File: config.mk
export PLATFORM = sky130hd
export DESIGN_NAME = int_to_shortreal_enc
export DESIGN_NICKNAME = d
export VERILOG_FILES = /design/src/rtl/int_to_shortreal_pkg.sv /design/src/rtl/int_to_shortreal_lzc.sv /design/src/rtl/int_to_shortreal_enc.sv
export SDC_FILE = /design/constraint.sdc
export NUM_CORES = 1
export LEC_CHECK = 0
export CORE_MARGIN = 8
export CORE_UTILIZATION = 57
export DETAILED_ROUTE_END_ITERATION = 16
export PLACE_DENSITY_LB_ADDON = 0.05
export SETUP_SLACK_MARGIN = 0.02
export SYNTH_ARGS = -nofsm -noshare
export SYNTH_HDL_FRONTEND = slang
export SYNTH_SLANG_ARGS = --single-unit
File: constraint.sdc
create_clock -name clk -period 6.1 [get_ports clk]
set_input_delay 1.525 -clock clk [delete_from_list [all_inputs] [get_ports clk]]
set_output_delay 1.525 -clock clk [all_outputs]
set_load 0.01 [all_outputs]
File: src/rtl/int_to_shortreal_pkg.sv
// Shared types and constants for the integer-to-shortreal encoder.
// Holds the IEEE-754 single field widths, exponent bias, result bundle and FSM states.
package int_to_shortreal_pkg;

    localparam int SR_EXP_W = 8;
    localparam int SR_MAN_W = 23;
    localparam int SR_BIAS  = 127;

    typedef struct packed {
        logic                sign;
        logic [SR_EXP_W-1:0] exp;
        logic [SR_MAN_W-1:0] man;
    } sr_bits_t;

    typedef enum logic [1:0] {
        IDLE,
        NORM,
        ROUND,
        DONE
    } enc_state_e;

endpackage

File: src/rtl/int_to_shortreal_lzc.sv
// Combinational leading-zero counter used by the single-cycle normaliser.
// Ports: value (IN_W) in, count (LZ_W) out; count is don't-care for value==0.
module int_to_shortreal_lzc
    import int_to_shortreal_pkg::*;
#(
    parameter int IN_W = 32,
    parameter int LZ_W = $clog2(IN_W)
) (
    input  logic [IN_W-1:0] value,
    output logic [LZ_W-1:0] count
);

    // Scan upward so the highest set bit wins.
    always_comb begin
        count = '0;
        for (int i = 0; i < IN_W; i++) begin
            if (value[i]) begin
                count = LZ_W'(IN_W - 1 - i);
            end
        end
    end

endmodule

File: src/rtl/int_to_shortreal_enc.sv
// Signed integer to IEEE-754 single encoder, RNE rounding, valid/ready on both sides.
// Ports: clk, rst_n (async low); in_valid/in_ready/in_data[IN_W];
// out_valid/out_ready/out_bits[32]/out_inexact.
// Build option INT_TO_SHORTREAL_FAST_NORM_EN: one-cycle LZC + barrel shift
// instead of the serial one-bit-per-cycle normaliser.
module int_to_shortreal_enc
    import int_to_shortreal_pkg::*;
#(
    parameter int IN_W = 32
) (
    input  logic            clk,
    input  logic            rst_n,
    input  logic            in_valid,
    output logic            in_ready,
    input  logic [IN_W-1:0] in_data,
    output logic            out_valid,
    input  logic            out_ready,
    output logic [31:0]     out_bits,
    output logic            out_inexact
);

    localparam int LZ_W  = $clog2(IN_W);
    localparam int EXT_W = IN_W + SR_MAN_W + 1;

    enc_state_e      state_q, state_d;
    logic [IN_W-1:0] mag_q, mag_d;
    logic [LZ_W-1:0] lz_q, lz_d;
    logic            sign_q, sign_d;
    sr_bits_t        out_bits_q, out_bits_d;
    logic            out_inexact_q, out_inexact_d;
    logic            out_valid_q, out_valid_d;
    logic            in_ready_q, in_ready_d;

    logic [EXT_W-1:0]    ext;
    logic [SR_MAN_W-1:0] man_trunc;
    logic                guard;
    logic                sticky;
    logic                round_up;
    logic [SR_MAN_W:0]   man_sum;
    logic [SR_EXP_W-1:0] exp_sum;
    sr_bits_t            rnd_bits;

`ifdef INT_TO_SHORTREAL_FAST_NORM_EN
    logic [LZ_W-1:0] lzc_count;

    int_to_shortreal_lzc #(
        .IN_W (IN_W),
        .LZ_W (LZ_W)
    ) u_lzc (
        .value (mag_q),
        .count (lzc_count)
    );
`endif

    // Fraction below the hidden one, padded so narrow inputs zero-fill
    // the mantissa and still leave a guard bit and a sticky field.
    always_comb begin
        ext       = {mag_q[IN_W-2:0], {(SR_MAN_W + 2){1'b0}}};
        man_trunc = ext[EXT_W-1 -: SR_MAN_W];
        guard     = ext[IN_W];
        sticky    = |ext[IN_W-1:0];
        round_up  = guard & (sticky | man_trunc[0]);
        man_sum   = {1'b0, man_trunc} + {{SR_MAN_W{1'b0}}, round_up};
        // Mantissa carry-out leaves man_sum[22:0] all zero; bump the exponent.
        exp_sum   = SR_EXP_W'(SR_BIAS + IN_W - 1)
                  - SR_EXP_W'(lz_q)
                  + SR_EXP_W'(man_sum[SR_MAN_W]);
        rnd_bits.sign = sign_q;
        rnd_bits.exp  = exp_sum;
        rnd_bits.man  = man_sum[SR_MAN_W-1:0];
    end

    always_comb begin
        state_d       = state_q;
        mag_d         = mag_q;
        lz_d          = lz_q;
        sign_d        = sign_q;
        out_bits_d    = out_bits_q;
        out_inexact_d = out_inexact_q;
        unique case (state_q)
            IDLE: begin
                if (in_valid && in_ready_q) begin
                    sign_d = in_data[IN_W-1];
                    // Unsigned view makes |-2^(IN_W-1)| = 2^(IN_W-1) exactly.
                    mag_d  = in_data[IN_W-1] ? (~in_data + IN_W'(1)) : in_data;
                    lz_d   = '0;
                    if (mag_d == '0) begin
                        out_bits_d    = '0;
                        out_inexact_d = 1'b0;
                        state_d       = DONE;
                    end else begin
                        state_d = NORM;
                    end
                end
            end
            NORM: begin
`ifdef INT_TO_SHORTREAL_FAST_NORM_EN
                mag_d   = mag_q << lzc_count;
                lz_d    = lzc_count;
                state_d = ROUND;
`else
                if (mag_q[IN_W-1]) begin
                    state_d = ROUND;
                end else begin
                    mag_d = mag_q << 1;
                    lz_d  = lz_q + LZ_W'(1);
                end
`endif
            end
            ROUND: begin
                out_bits_d    = rnd_bits;
                out_inexact_d = guard | sticky;
                state_d       = DONE;
            end
            DONE: begin
                if (out_valid_q && out_ready) begin
                    state_d = IDLE;
                end
            end
            default: begin
                state_d = IDLE;
            end
        endcase
        // out_valid trails entry into DONE by one cycle; drops after handshake.
        out_valid_d = (state_q == DONE) && !(out_valid_q && out_ready);
        in_ready_d  = (state_d == IDLE);
    end

    always_ff @(posedge clk or negedge rst_n) begin
        if (!rst_n) begin
            state_q       <= IDLE;
            mag_q         <= '0;
            lz_q          <= '0;
            sign_q        <= 1'b0;
            out_bits_q    <= '0;
            out_inexact_q <= 1'b0;
            out_valid_q   <= 1'b0;
            in_ready_q    <= 1'b0;
        end else begin
            state_q       <= state_d;
            mag_q         <= mag_d;
            lz_q          <= lz_d;
            sign_q        <= sign_d;
            out_bits_q    <= out_bits_d;
            out_inexact_q <= out_inexact_d;
            out_valid_q   <= out_valid_d;
            in_ready_q    <= in_ready_d;
        end
    end

    assign in_ready    = in_ready_q;
    assign out_valid   = out_valid_q;
    assign out_bits    = out_bits_q;
    assign out_inexact = out_inexact_q;

endmodule

* Word level (Yosys, flattened, before mapping)
Cells that the tools add are included.
Storage, ports and cells: register bits 75, input bits 36, output and inout bits 35, logic and storage cells 58
Cells by class: $add $sub $neg 5, equal/unequal tests 6, multiplexer cells 18, bitwise operators 4, reduce and logical (&&, ||, !) cells 14
Operators with widths (count):
- 32-bit 2-to-1 mux | 5
- 32-bit case mux with 2 select lines | 2
- 32-bit by 1-bit adder with 32-bit output, second input constant | 1
- 32-bit zero test | 1
- 32-bit NOT | 1
- 23-bit by 1-bit adder with 24-bit output | 1
- 5-bit 2-to-1 mux | 2
- 5-bit case mux with 2 select lines | 1
- 8-bit by 1-bit adder with 8-bit output | 1
- 2-bit 2-to-1 mux | 4
- 2-bit case mux with 4 select lines | 1
- 8-bit by 5-bit subtractor with 8-bit output, first input constant | 1
- 7-bit OR reduction | 1
- 2-bit inequality test, second input constant | 3
- 3-bit AND reduction | 2
- 5-bit by 1-bit adder with 5-bit output, second input constant | 1
- 2-bit equality test, second input constant | 2
- 2-bit zero test | 2
- 2-bit AND reduction | 2
- 2-bit nonzero test | 2
- 1-bit logical AND | 3
- 2-bit by 1-bit equality test with 1-bit output, second input constant | 1
- 1-bit 2-to-1 mux | 2
- 1-bit OR | 2
- 3 further kinds | 3

* Longest topological paths before layout
word-level depth 8, mapped depth 13, depth with buffers taken out 12

* Worst setup path after synthesis
No wires, ideal clock.
kind input to register, start in in_data[0], end reg out_bits_q, in the netlist out_bits[2], library setup time 0.145 ns, arrival time 4.098 ns, required time 5.955 ns, setup slack 1.857 ns, cell stages on the path 13, path buffers 3, cells stage by stage inv_1 > ha_1 > or4b_1 > clkbuf_1 > or4b_1 > nand2_1 > a31oi_1 > a221o_1 > nor4_2 > and4_1 > buf_4 > buf_6 > o22ai_1
Between the ends: longest elaborated chain between the ends 6
RTL lines:
- start, declared | line int_to_shortreal_enc.sv:15 | input logic [IN_W-1:0] in_data,
- 32-bit NOT | line int_to_shortreal_enc.sv:85 | mag_d = in_data[IN_W-1] ? (~in_data + IN_W'(1)) : in_data;
- 32-bit by 1-bit adder with 32-bit output | line int_to_shortreal_enc.sv:85
- 32-bit 2-to-1 mux * | line int_to_shortreal_enc.sv:85
- 32-bit zero test * | line int_to_shortreal_enc.sv:87 | if (mag_d == '0) begin
- 2-bit inequality test (no source line) *
- 3-bit AND reduction (no source line) *
- end signal, assigned | line int_to_shortreal_enc.sv:144 | out_bits_q <= out_bits_d;
- end, declared | line int_to_shortreal_enc.sv:29 | sr_bits_t out_bits_q, out_bits_d;
Mark *: on every way between the ends. The rest lies on a longest branch, timed or not. A chain may end at the register's enable or synchronous reset.

* Final worst setup path
start in in_data[0], end reg out_bits_q, in the netlist out_bits[3]
Same word-level chain as after synthesis.

==> run summary <==
The run finished with clean final reports. The final design utilization came out at 68.97%. The endpoint identified for the worst register-to-register timing path is out_bits[26]$_DFFE_PN0P_. The final weighted congestion in routability-driven placement is 0.9370. The routed wire length on met2 came out at 5010 µm. The clock-pin slew of the registers on the worst-case setup and hold paths came out at 80 ps. The worst-case reg-to-reg path depth came out at 12. Along the worst path, the maximum fanout reaches 32. The post-synthesis cell type count came out at 61. The first-pass GRT wire length is 19440 µm. The number of endpoints failing setup at the final stage is 0. The final max-slew violation count is 0. STA classifies the critical path startpoint as an input port.

The count of non-filler cells in the finished layout came out at 675. The remaining design rule violation count is 0. Timing analysis after detailed placement gives a worst setup slack of 811.6 ps.

The final-layout worst hold slack came out at 477.2 ps. The portion of synthesized cell area occupied by the leading cell type is 40.31%. The dominant synthesized flop cell is sky130_fd_sc_hd__dfrtp_1. The initial utilization of the core area, before any placement, comes to 57.82%. The final period demand of the worst path is 4979 ps. The number of synthesized flops with an enable pin is 0. The via-per-instance ratio came out at 6.055. The number of sinks driven by the clock tree is 75. TritonCTS built the clock tree.

The height of the die came out at 106.4 µm. The final critical path takes up 81.63% of the cycle. The setup path with the least slack is of type input port to flop. The largest buffer count on any clock path is 2. The number of resized instances in the post-cts repair step came out at 0. The total setup buffers inserted after CTS came out at 0. Signal routing reaches up to met4. The startpoint identified for the worst register-to-register timing path is mag_q[3]$_DFFE_PN0P_. Global routing consumed, over all layers together, 20.69% of the routing resources. The via total after detailed routing is 4087. The pin count of the biggest net entering global routing came out at 59. The final design instance area without fill came out at 5553 µm². Dividing total power by cell area gives a power density of 406.3 nW/µm².

In this run the most critical hold path is launched from sign_q$_DFFE_PN0P_. The top cell types in the final layout, fill and taps aside, are sky130_fd_sc_hd__nand2_1, sky130_fd_sc_hd__dfrtp_1, sky130_fd_sc_hd__clkdlybuf4s50_1, sky130_fd_sc_hd__o21ai_0, sky130_fd_sc_hd__xor2_1. The sequential area share after synthesis is 40.31%.

The setup skew after layout is 14.24 ps. The minimum setup slack in the final design is 1121 ps. The total wire length came out at 11480 µm. The mean instance size in the synthesized netlist came out at 9.075 µm². The placed wire-length estimate after detailed placement came out at 8694 µm.

The leading cell type in the layout, fill and taps excluded is sky130_fd_sc_hd__nand2_1. The share of post-route cells with drive strength above 1 came out at 8.596%. At the end of the flow, the number of nets in the layout was 608. The kind of cell adding the most delay to the critical path is simple AND/OR/NAND/NOR gates. The overall power came out at 2.256 mW. The highest ir drop seen on vdd came out at 290.4 µV. The total buffers and inverters traversed by the critical path is 3. The routed wire length on met3 came out at 766 µm. The H-tree level count came out at 3. The register-to-register path setup slack came out at 3360 ps. The worst pin sits at a relative slew slack of 42.70%.

The total number of yosys warnings came out at 0. The area of the core region is 8051 µm². The data arrival at the endpoint of the critical path is 5160 ps. The post-route setup TNS came out at 0 ps. The total instance count after detailed placement came out at 660. The number of instances in the synthesized netlist is 513. Hold repair after CTS inserted 0 buffers.

The number of antenna violations at the first check in global routing was 0. Measured along the x axis, the die boundary spans 106.4 µm. The via count of the first global-routing pass is 3910. Counting buffers and inverters, the worst setup path is 12 cells deep. The layout filler cell count came out at 651. The placement-stage cell area came out at 5369 µm². The number of buffers inserted by port buffering came out at 70.

Traced cell by cell, the critical path runs through clkdlybuf4s50_1 > inv_1 > ha_1 > or4b_1 > or4_1 > o31a_1 > xnor2_1 > o21ai_0 > nor3_1 > and4_1 > buf_4 > o22ai_1. The clock reaches the later pin of the worst-skew pair after 330 ps. The die footprint is 11320 µm². The count of antenna-violating nets left after detailed routing came out at 0. The CTS buffer count came out at 9. The I/O pin count came out at 71. The detailed-router iteration count before antenna repair is 4.

The wire length on met1 is 5453 µm. The leftover overflow at the end of global routing came out at 0. The detailed router's first-iteration violation count came out at 161. The final hold violation count is 0. The worst hold path was traced through 2 stages.

The number of standard-cell rows in the floorplan came out at 33. Data on the critical path is required at its endpoint by 6280 ps. The pin slew with the least headroom to its limit is 857.5 ps. The slowest stage of the critical path belongs to the cell sky130_fd_sc_hd__or4_1. The cell at the root of the clock tree is sky130_fd_sc_hd__clkbuf_8. In the synthesized netlist the async set-or-reset flop fraction comes to 100.0%.

The number of antenna diodes is 0. The hold path endpoint is sign_q$_DFFE_PN0P_. From synthesis to final layout, the design area changed by 19.27%. The max-cap violation count is 0. The synthesized design spends more area on one cell type than any other, namely sky130_fd_sc_hd__dfrtp_1. The path class of the tightest hold or removal check is flop to flop. In the final routed layout, each cell accounts on average for 17.00 µm.

Based on the critical path, the design can be clocked at up to 200.8 MHz. The number of flip-flops and latches in the synthesized netlist is 75. The combined area of all synthesized cells is 4656 µm².

The leakage power figure came out at 2.220 nW. In this design, the stage delay of the slowest critical-path cell is 650 ps. Setup repair after global routing left no endpoint under its margin.

The total nets after synthesis is 555. The worst setup path is captured at a flop. Ranked by total cell area, the synthesized netlist is headed by sky130_fd_sc_hd__dfrtp_1, sky130_fd_sc_hd__xor2_1, sky130_fd_sc_hd__nand2_1.
[worst reg2reg max path: cells and delay by family, from the launching register on]
kind / cells / cell delay [ps]
compound gates: 2 / 280
xor+xnor: 1 / 200
fa+ha+maj: 2 / 420
flops: 1 / 400
simple gates: 7 / 1310
[state kept, by name, summed over array words and instances, names as in the netlist]
name and flops:
out_valid 1, out_inexact 1, lz_q 5, in_ready 1, out_bits 32, mag_q 32
state_q 2, sign_q 1
[worst max path at each step]
| stage | startpoint | end | slack, ps |
|---|---|---|---|
| floorplan | in_data[0] | out_bits[2]$_DFFE_PN0P_ | 1860 |
| global placement | in_data[5] | out_bits[24]$_DFFE_PN0P_ | 850 |
| detailed placement | in_data[0] | out_bits[24]$_DFFE_PN0P_ | 810 |
| CTS | in_data[0] | out_bits[13]$_DFFE_PN0P_ | 1180 |
| global route | in_data[0] | out_bits[13]$_DFFE_PN0P_ | 930 |
| finish | in_data[0] | out_bits[3]$_DFFE_PN0P_ | 1120 |
[power breakdown]
part           internal, mW  leakage [nW]  switching, mW
clock network         0.188        0.0934          0.174
logic                 0.479          1.14          0.467
registers             0.725         0.991          0.222
[per-layer routing]
layer	up-vias	GRT usage, %
met5	-	0
met4	0	6.834
met3	14	4.779
met2	140	30.29
met1	1952	29.36
li1	1981	-
[cell usage after synthesis (all sizes together), types with 2 or more instances]
master / n
a21oi: 8
a221o: 4
a22oi: 27
a31oi: 3
and3: 10
and4: 3
buf: 6
clkbuf: 29
dfrtp: 75
ha: 6
inv: 9
mux2i: 2
nand2: 77
nand2b: 2
nand3: 11
nand3b: 3
nand4: 10
nor2: 25
nor2b: 4
nor3: 8
nor4: 9
o2111ai: 2
o21ai: 47
o22a: 2
o22ai: 25
o31a: 2
o31ai: 5
o32ai: 2
o41ai: 6
or2: 5
or3: 5
or4: 7
or4b: 2
xnor2: 22
xor2: 34
[cell families (layout without fill, tap and decap cells)]
| logic type | count (synthesis) | count (layout) | share of synthesized area, % |
|---|---|---|---|
| AO/OA/AOI/OAI | 143 | 143 | 22.17 |
| XOR/XNOR | 56 | 56 | 10.53 |
| adder cells (fa/ha/maj) | 6 | 6 | 1.612 |
| buffers and inverters | 44 | 101 | 4.461 |
| flip-flops | 75 | 75 | 40.31 |
| multiplexers | 3 | 3 | 0.6719 |
| AND/OR/NAND/NOR | 186 | 186 | 20.24 |
[layout make-up]
| cell class | count | area, µm² | area share, % |
|---|---|---|---|
| repair buffers | 77 | 748.2 | 13.47 |
| clock inverters | 4 | 52.55 | 0.9464 |
| multi-input cells | 394 | 2579 | 46.44 |
| flip-flops and latches | 75 | 1877 | 33.80 |
| well taps | 105 | 131.4 | 2.366 |
| inverters | 9 | 33.78 | 0.6084 |
| clock buffers | 11 | 131.4 | 2.366 |
Note: power is estimated with default switching activity, not from simulation.
